[src/rtl/seg7_decoder.sv]
// rtl/seg7_decoder.sv - active-low 7-segment pattern decoder with stability filter and change counter
module seg7_decoder #(
    parameter int STABLE_CYCLES = 4,
    parameter int CNT_W         = 8
) (
    input  logic             clk,
    input  logic             reset,
    input  logic             en,
    input  logic [6:0]       seg7_in,
    output logic [3:0]       digit,
    output logic             valid,
    output logic             blank,
    output logic             err,
    output logic             update,
    output logic [CNT_W-1:0] change_count
);

    localparam logic [7:0]       S_L     = 8'(STABLE_CYCLES);
    localparam logic [6:0]       ALL_OFF = 7'b1111111;
    localparam logic [CNT_W-1:0] CNT_MAX = '1;

    logic [6:0] sample_q;
    logic [7:0] run_q;
    logic       pending_q;

    logic       match;
    logic [7:0] run_next;
    logic       pending_next;
    logic       dec_hit;
    logic [3:0] dec_val;
    logic       new_valid;
    logic       new_blank;
    logic       new_err;
    logic [3:0] new_digit;
    logic       changed;

    function automatic logic [4:0] decode(input logic [6:0] p);
        logic [4:0] r;
        case (p)
            7'b1000000: r = {1'b1, 4'h0};
            7'b1111001: r = {1'b1, 4'h1};
            7'b0100100: r = {1'b1, 4'h2};
            7'b0110000: r = {1'b1, 4'h3};
            7'b0011001: r = {1'b1, 4'h4};
            7'b0010010: r = {1'b1, 4'h5};
            7'b0000010: r = {1'b1, 4'h6};
            7'b1111000: r = {1'b1, 4'h7};
            7'b0000000: r = {1'b1, 4'h8};
            7'b0011000: r = {1'b1, 4'h9};
            7'b0001000: r = {1'b1, 4'hA};
            7'b0000011: r = {1'b1, 4'hB};
            7'b1000110: r = {1'b1, 4'hC};
            7'b0100001: r = {1'b1, 4'hD};
            7'b0000110: r = {1'b1, 4'hE};
            7'b0001110: r = {1'b1, 4'hF};
            default:    r = {1'b0, 4'h0};
        endcase
        return r;
    endfunction

    always_comb begin
        match    = (seg7_in == sample_q);
        run_next = 8'd1;
        if (match) begin
            run_next = (run_q < S_L) ? run_q + 8'd1 : run_q;
        end
        // A fresh load counts as a transition too, which matters when the threshold is 1.
        pending_next = (run_next == S_L) && (!match || (run_q != S_L));
    end

    always_comb begin
        {dec_hit, dec_val} = decode(sample_q);
        new_valid = dec_hit;
        new_blank = (sample_q == ALL_OFF);
        new_err   = !dec_hit && !new_blank;
        new_digit = dec_hit ? dec_val : digit;
        changed   = {new_valid, new_blank, new_err, new_digit} != {valid, blank, err, digit};
    end

    always_ff @(posedge clk or posedge reset) begin
        if (reset) begin
            sample_q     <= ALL_OFF;
            run_q        <= 8'd0;
            pending_q    <= 1'b0;
            digit        <= 4'h0;
            valid        <= 1'b0;
            blank        <= 1'b0;
            err          <= 1'b0;
            update       <= 1'b0;
            change_count <= '0;
        end else begin
            update <= 1'b0;
            if (en) begin
                sample_q  <= seg7_in;
                run_q     <= run_next;
                pending_q <= pending_next;
                // Commit uses the stored sample, not the pattern arriving on this edge.
                if (pending_q) begin
                    digit <= new_digit;
                    valid <= new_valid;
                    blank <= new_blank;
                    err   <= new_err;
                    if (changed) begin
                        update <= 1'b1;
                        if (change_count != CNT_MAX) begin
                            change_count <= change_count + 1'b1;
                        end
                    end
                end
            end
        end
    end

endmodule
[config.mk]
export PLATFORM = sky130hd
export DESIGN_NAME = seg7_decoder
export DESIGN_NICKNAME = d
export VERILOG_FILES = /design/src/rtl/seg7_decoder.sv
export SDC_FILE = /design/constraint.sdc
export NUM_CORES = 1
export LEC_CHECK = 0
export CAP_MARGIN = 20
export CORE_MARGIN = 2
export CORE_UTILIZATION = 50
export DETAILED_ROUTE_END_ITERATION = 10
export HOLD_SLACK_MARGIN = 0.1
export PLACE_DENSITY_LB_ADDON = 0.3
export SYNTH_ARGS = -nofsm -noshare
export SYNTH_HDL_FRONTEND = slang
export SYNTH_SLANG_ARGS = --single-unit
[constraint.sdc]
create_clock -name clk -period 2.5 [get_ports clk]
set_input_delay 0.5 -clock clk [delete_from_list [all_inputs] [get_ports clk]]
set_output_delay 0.5 -clock clk [all_outputs]
set_load 0.02 [all_outputs]
* After elaboration in Yosys (flattened, before gate mapping)
Index checks and enable logic that the tools add are counted.
Widths: inputs -> output; s select.
** Cells by class
- Add/sub/neg operators :: 2
- Equality and inequality tests :: 21
- Muxes and demuxes :: 7
- $lt $le $gt $ge :: 1
- Reductions and logical operators :: 9
** Operator list (number)
- $pmux 5 s16 :: 1
- $eq 7x7->1 const B :: 5
- $eq 7x5->1 const B :: 3
- $eq 7x6->1 const B :: 3
- $add 8x1->8 const B :: 2
- $mux 8 :: 2
- $eq 7x2->1 const B :: 2
- $eq 7x4->1 const B :: 2
- $eq 8x3->1 const B :: 1
- $lt 8x3->1 const B :: 1
- $ne 8x3->1 const B :: 1
- $ne 8x8->1 const B :: 1
- $eq 7x3->1 const B :: 1
- $eq 7x7->1 :: 1
- $logic_not 7->1 :: 1
- $ne 7x7->1 :: 1
- $mux 4 :: 1
- $reduce_and 4->1 :: 1
- $logic_not 1->1 :: 3
- $mux 1 :: 3
- $logic_and 1x1->1 :: 2
- $reduce_and 2->1 :: 1
- $logic_or 1x1->1 :: 1
** Storage, ports and cells
- Output and inout port bits :: 16
- Logic and storage cells :: 49
- Bits in registers :: 32
- Input bits :: 10

* Depth between registers and ports, before layout
- Word-level depth :: 8
- Depth in mapped cells :: 10
- Mapped depth without buffers :: 8

* Worst setup path after synthesis
No wires, ideal clock.
- Kind :: flip-flop to flip-flop
- Start point :: register sample_q[1]
- End point :: register change_count[1]
- Setup time :: 0.125 ns
- Required time :: 2.375 ns
- Arrival :: 2.329 ns
- Setup slack :: 0.046 ns
- Cell stages (with the launch flop) :: 10
- Period minus slack after synthesis :: 2.454 ns
- Path buffers :: 1
- Path through :: dfstp_2 > buf_6 > and4b_4 > a21oi_2 > o32ai_2 > or3_4 > a221oi_4 > o221ai_4 > nand2_4 > mux2_4
** Between the ends
- Cells in the longest elaborated chain, start to end :: 6
- Elaborated cells on any way between the ends :: 24
- Classes of those cells :: 17 x eq/ne; 2 x mux; 5 x reduce/logical
** Ends and longest elaborated chain
- from (decl) :: line 22 : logic [6:0] sample_q;
- from (signal assigned) :: line 94 : sample_q <= seg7_in;
- $eq 7x4->1 (tied with other cells) :: line 39 : case (p)
- $pmux 5 s16 :: line 39
- $logic_not 1->1 :: line 75 : new_err = !dec_hit && !new_blank;
- $logic_and 1x1->1 :: line 75
- $ne 7x7->1 (*) :: line 77 : changed = {new_valid, new_blank, new_err, new_digit} != {valid, blank, err, digit};
- $reduce_and 4->1 (no source line) (*)
- to (signal assigned) :: line 106 : change_count <= change_count + 1'b1;
- to (decl) :: line 15 : output logic [CNT_W-1:0] change_count
Every way passes the cells marked *; elsewhere a longest branch is shown, timed or not.
A chain may end at the register's enable or synchronous reset.

* Worst setup path in the final report
Same ends and word-level chain as after synthesis.

==> flow_metrics.tcl <==
set metrics [dict create \
    status "complete, but fails checks" \
    failed_checks "setup timing" \
    core-area_mm2 0.003744 \
    nets 266 \
    fin_tns_setup_ns -0.1038 \
    cts_buffers 5 \
    first_global_vias 1759 \
    ys.flop_type "dfrtp_1" \
    yosysMostFrequentCell "dfrtp_1" \
    htree_levels 2 \
    dr.pass1.iters 4 \
    cp_top_family "compound AO/OA/AOI/OAI gates" \
    synth-edff-count 0 \
    cts_tree "done" \
    wl_mm 4.856 \
    synthSimpleGateAreaFrac_pct 22.47 \
    synth_top_cells_by_area "dfrtp_1 31%, dfstp_2 9.3%, xnor2_1 4.8%" \
    drc_errors 0 \
    vias 1742 \
    overflow 0 \
    fmax_mhz 394.9 \
    rows 22 \
    hold_viol 0 \
    drtIter0Drc 75 \
    yosys-top-cells-count "25 x dfrtp_1, 16 x nand2_1, 11 x nor2_1, 11 x xnor2_1, 10 x o21ai_0" \
    synth_seq_cells 32 \
    synth_top_area_share_pct 31.47 \
    track_usage_pct 24.28 \
    synth_mux_area_share_pct 5.286 \
    ys_seq_area_share_pct 40.72 \
    detail-route-antenna-nets 0 \
    ys.warnings.count 0 \
    final_area_mm2 0.002663 \
    placed_area_mm2 0.002397 \
    synth_largest_area_cell "dfrtp_1" \
    cp-end-kind "flop" \
    cp-start-kind "flop" \
    dpl.cell_count 280 \
    drive_gt1_share_pct 31.89 \
    setup_viol 4 \
    synth_compound_area_share_pct 16.74 \
    dieArea_mm2 0.004497 \
    initial_core_util_pct 53.11 \
    final_cells 302 \
    skew_ns 0.01026 \
    ys_types 58 \
    place_congestion 0.9312 \
    grt_pass1_wl_mm 8.093 \
    slew_viol_final 0 \
    setup_ws_ns -0.03224 \
    p_leak_nw 1.151 \
    path_class "flop to flop" \
    period_minus_slack_ns 2.532 \
    diodes 0 \
    viasPerCell 5.768 \
    syn_inst 194 \
    tightest_slew_ns 0.4986 \
    worstPathMaxFanout 4 \
    hpwl_mm 3.358 \
    max_stage_delay_ns 0.56 \
    grt_max_degree 33 \
    synth_xor_area_share_pct 7.489 \
    synthArstFlopShare_pct 100.0 \
    worstPathCellList "buf_4 > nor4bb_4 > buf_4 > a21oi_2 > o211ai_1 > nor3_2 > a221oi_4 > o221ai_4 > nand2_4 > mux2_4" \
    total_power_mw 1.391 \
    synthAdderAreaFrac_pct 1.888 \
    cpMaxStageDelayCell "dfstp_2" \
    root_buffer "clkbuf_8" \
    clk_latency_ns 0.29 \
    avgSynthCellArea_um2 10.25 \
    cpMostUsedCell "buf_4" \
    clkTransAtPathRegs_ns 0.08 \
    syn_nets 207 \
    antenna_found_initial 0 \
    clock_sinks 32 \
    area_growth_pct 33.92 \
    cp_num_buf_inv 2 \
    arrival_ns 2.70 \
    p_per_area_mw_per_mm2 522.3 \
    slew_headroom_pct 66.32 \
    cp.required_ns 2.67 \
    syn_area_mm2 0.001988 \
    wl_per_cell_um 16.08 \
    finalCritPeriodShare_pct 101.3 \
    die_x_um 67.06 \
    ir_drop_uv 424.0 \
    io_pins 26 \
    rsz0062_at_grt "true" \
    cap_violations 0 \
    clockBufferDepth 2 \
    synth_top_family_by_area "simple AND/OR/NAND/NOR gates" \
    die_h_um 67.06 \
    hold_class "flop to flop" \
    io_buffers 25 \
]
==> flip-flops by register name (all words and copies together) (netlist names) <==
name	flops
blank	1
change_count	8
digit	4
err	1
pending_q	1
run_q	8
sample_q	7
update	1
valid	1
==> power breakdown <==
part / total, mW / internal, mW / switching [mW]
registers: 0.595 / 0.554 / 0.0406
clock network: 0.416 / 0.220 / 0.197
logic: 0.380 / 0.190 / 0.190
==> what timing repair did <==
item                                    in CTS  in global routing
pin swaps                                   10                  9
hold buffers                                 0                  0
buffers inserted                             9                  6
gates cloned                                 0                  0
endpoints found under the setup margin       7                  8
resized for setup                           10                  2
==> worst reg2reg max path: cells and delay by family, from the launching register on <==
| kind | cells | cell delay (ns) |
|---|---|---|
| flip-flops | 1 | 0.56 |
| multiplexers | 1 | 0.30 |
| buffers and inverters | 2 | 0.27 |
| AND/OR/NAND/NOR | 3 | 0.43 |
| AO/OA/AOI/OAI | 4 | 0.84 |
==> layout make-up <==
class / count / area, um2
clock buffer: 6 / 82.58
multi-input combinational: 143 / 1137
sequential: 32 / 809.5
timing repair buffer: 62 / 529.3
clock inverter: 2 / 10.01
tap: 48 / 60.06
fill: 280 / 1081
inverter: 9 / 33.78
==> per-stage QoR <==
step	hold slack (ns)	util, %	setup slack (ns)
after floorplan	0.4437	-	0.04626
after global placement	0.4607	64.04	-0.03502
after detailed placement	0.4636	64.04	-0.1538
after CTS	0.4840	69.75	-0.01448
after global routing	0.5233	71.12	-0.1898
final	0.4845	71.12	-0.03224
==> placed cells by master, fill, tap and decap left out, types with 2 or more instances in the layout <==
master           synthesis  routed
nor4b_1                  2       2
buf_4                    3      35
o211ai_1                 3       3
inv_1                    9       9
dfstp_2                  7       7
ha_1                     3       3
and3_1                   4       4
clkdlybuf4s50_1          0      25
xor2_1                   6       6
clkbuf_8                 0       6
nand4_1                  5       5
and2_1                   6       6
nor3_1                   4       3
dfrtp_1                 25      25
or3b_1                   3       3
clkinv_2                 0       2
or3_4                    2       2
or3_1                    2       2
nand3_1                  7       7
o21ai_0                 10      10
xnor2_1                 11      11
a41oi_1                  2       2
mux2_2                   8       8
nand2_1                 16      16
nor2_1                  11      10
a31oi_1                  3       3
a21oi_4                  0       2
==> per-layer routing <==
layer | share of wire [%] | global-route usage [%] | vias up
met4 | 2.8 | 11.48 | 0
met1 | 43 | 29.08 | 853
met2 | 51 | 41.21 | 46
met3 | 3.1 | 5.068 | 14
met5 | 0 | 0 | -
li1 | - | - | 829
==> kinds of logic after synthesis <==
| family | count (synthesis) |
|---|---|
| buffers and inverters | 19 |
| DFF | 32 |
| xor gates and xnor gates | 17 |
| and+or+nand+nor | 76 |
| muxes | 9 |
| AOI/OAI and AO/OA | 38 |
| adders and majority gates | 3 |
==> path summary, 6_finish.rpt <==
path,startpoint,endpoint,slack (ns),depth (start not counted)
max,sample_q[1]$_DFFE_PP1P_,change_count[1]$_DFFE_PP0P_,-0.03,10
min,run_q[3]$_DFFE_PP0P_,run_q[3]$_DFFE_PP0P_,0.48,1
max reg2reg,sample_q[1]$_DFFE_PP1P_,change_count[1]$_DFFE_PP0P_,-0.03,10
min reg2reg,run_q[3]$_DFFE_PP0P_,run_q[3]$_DFFE_PP0P_,0.48,1
max in group asynchronous,reset,sample_q[6]$_DFFE_PP1P_,1.57,3
min in group asynchronous,reset,change_count[2]$_DFFE_PP0P_,0.60,3
No activity file was read; power rests on OpenSTA's default activity.
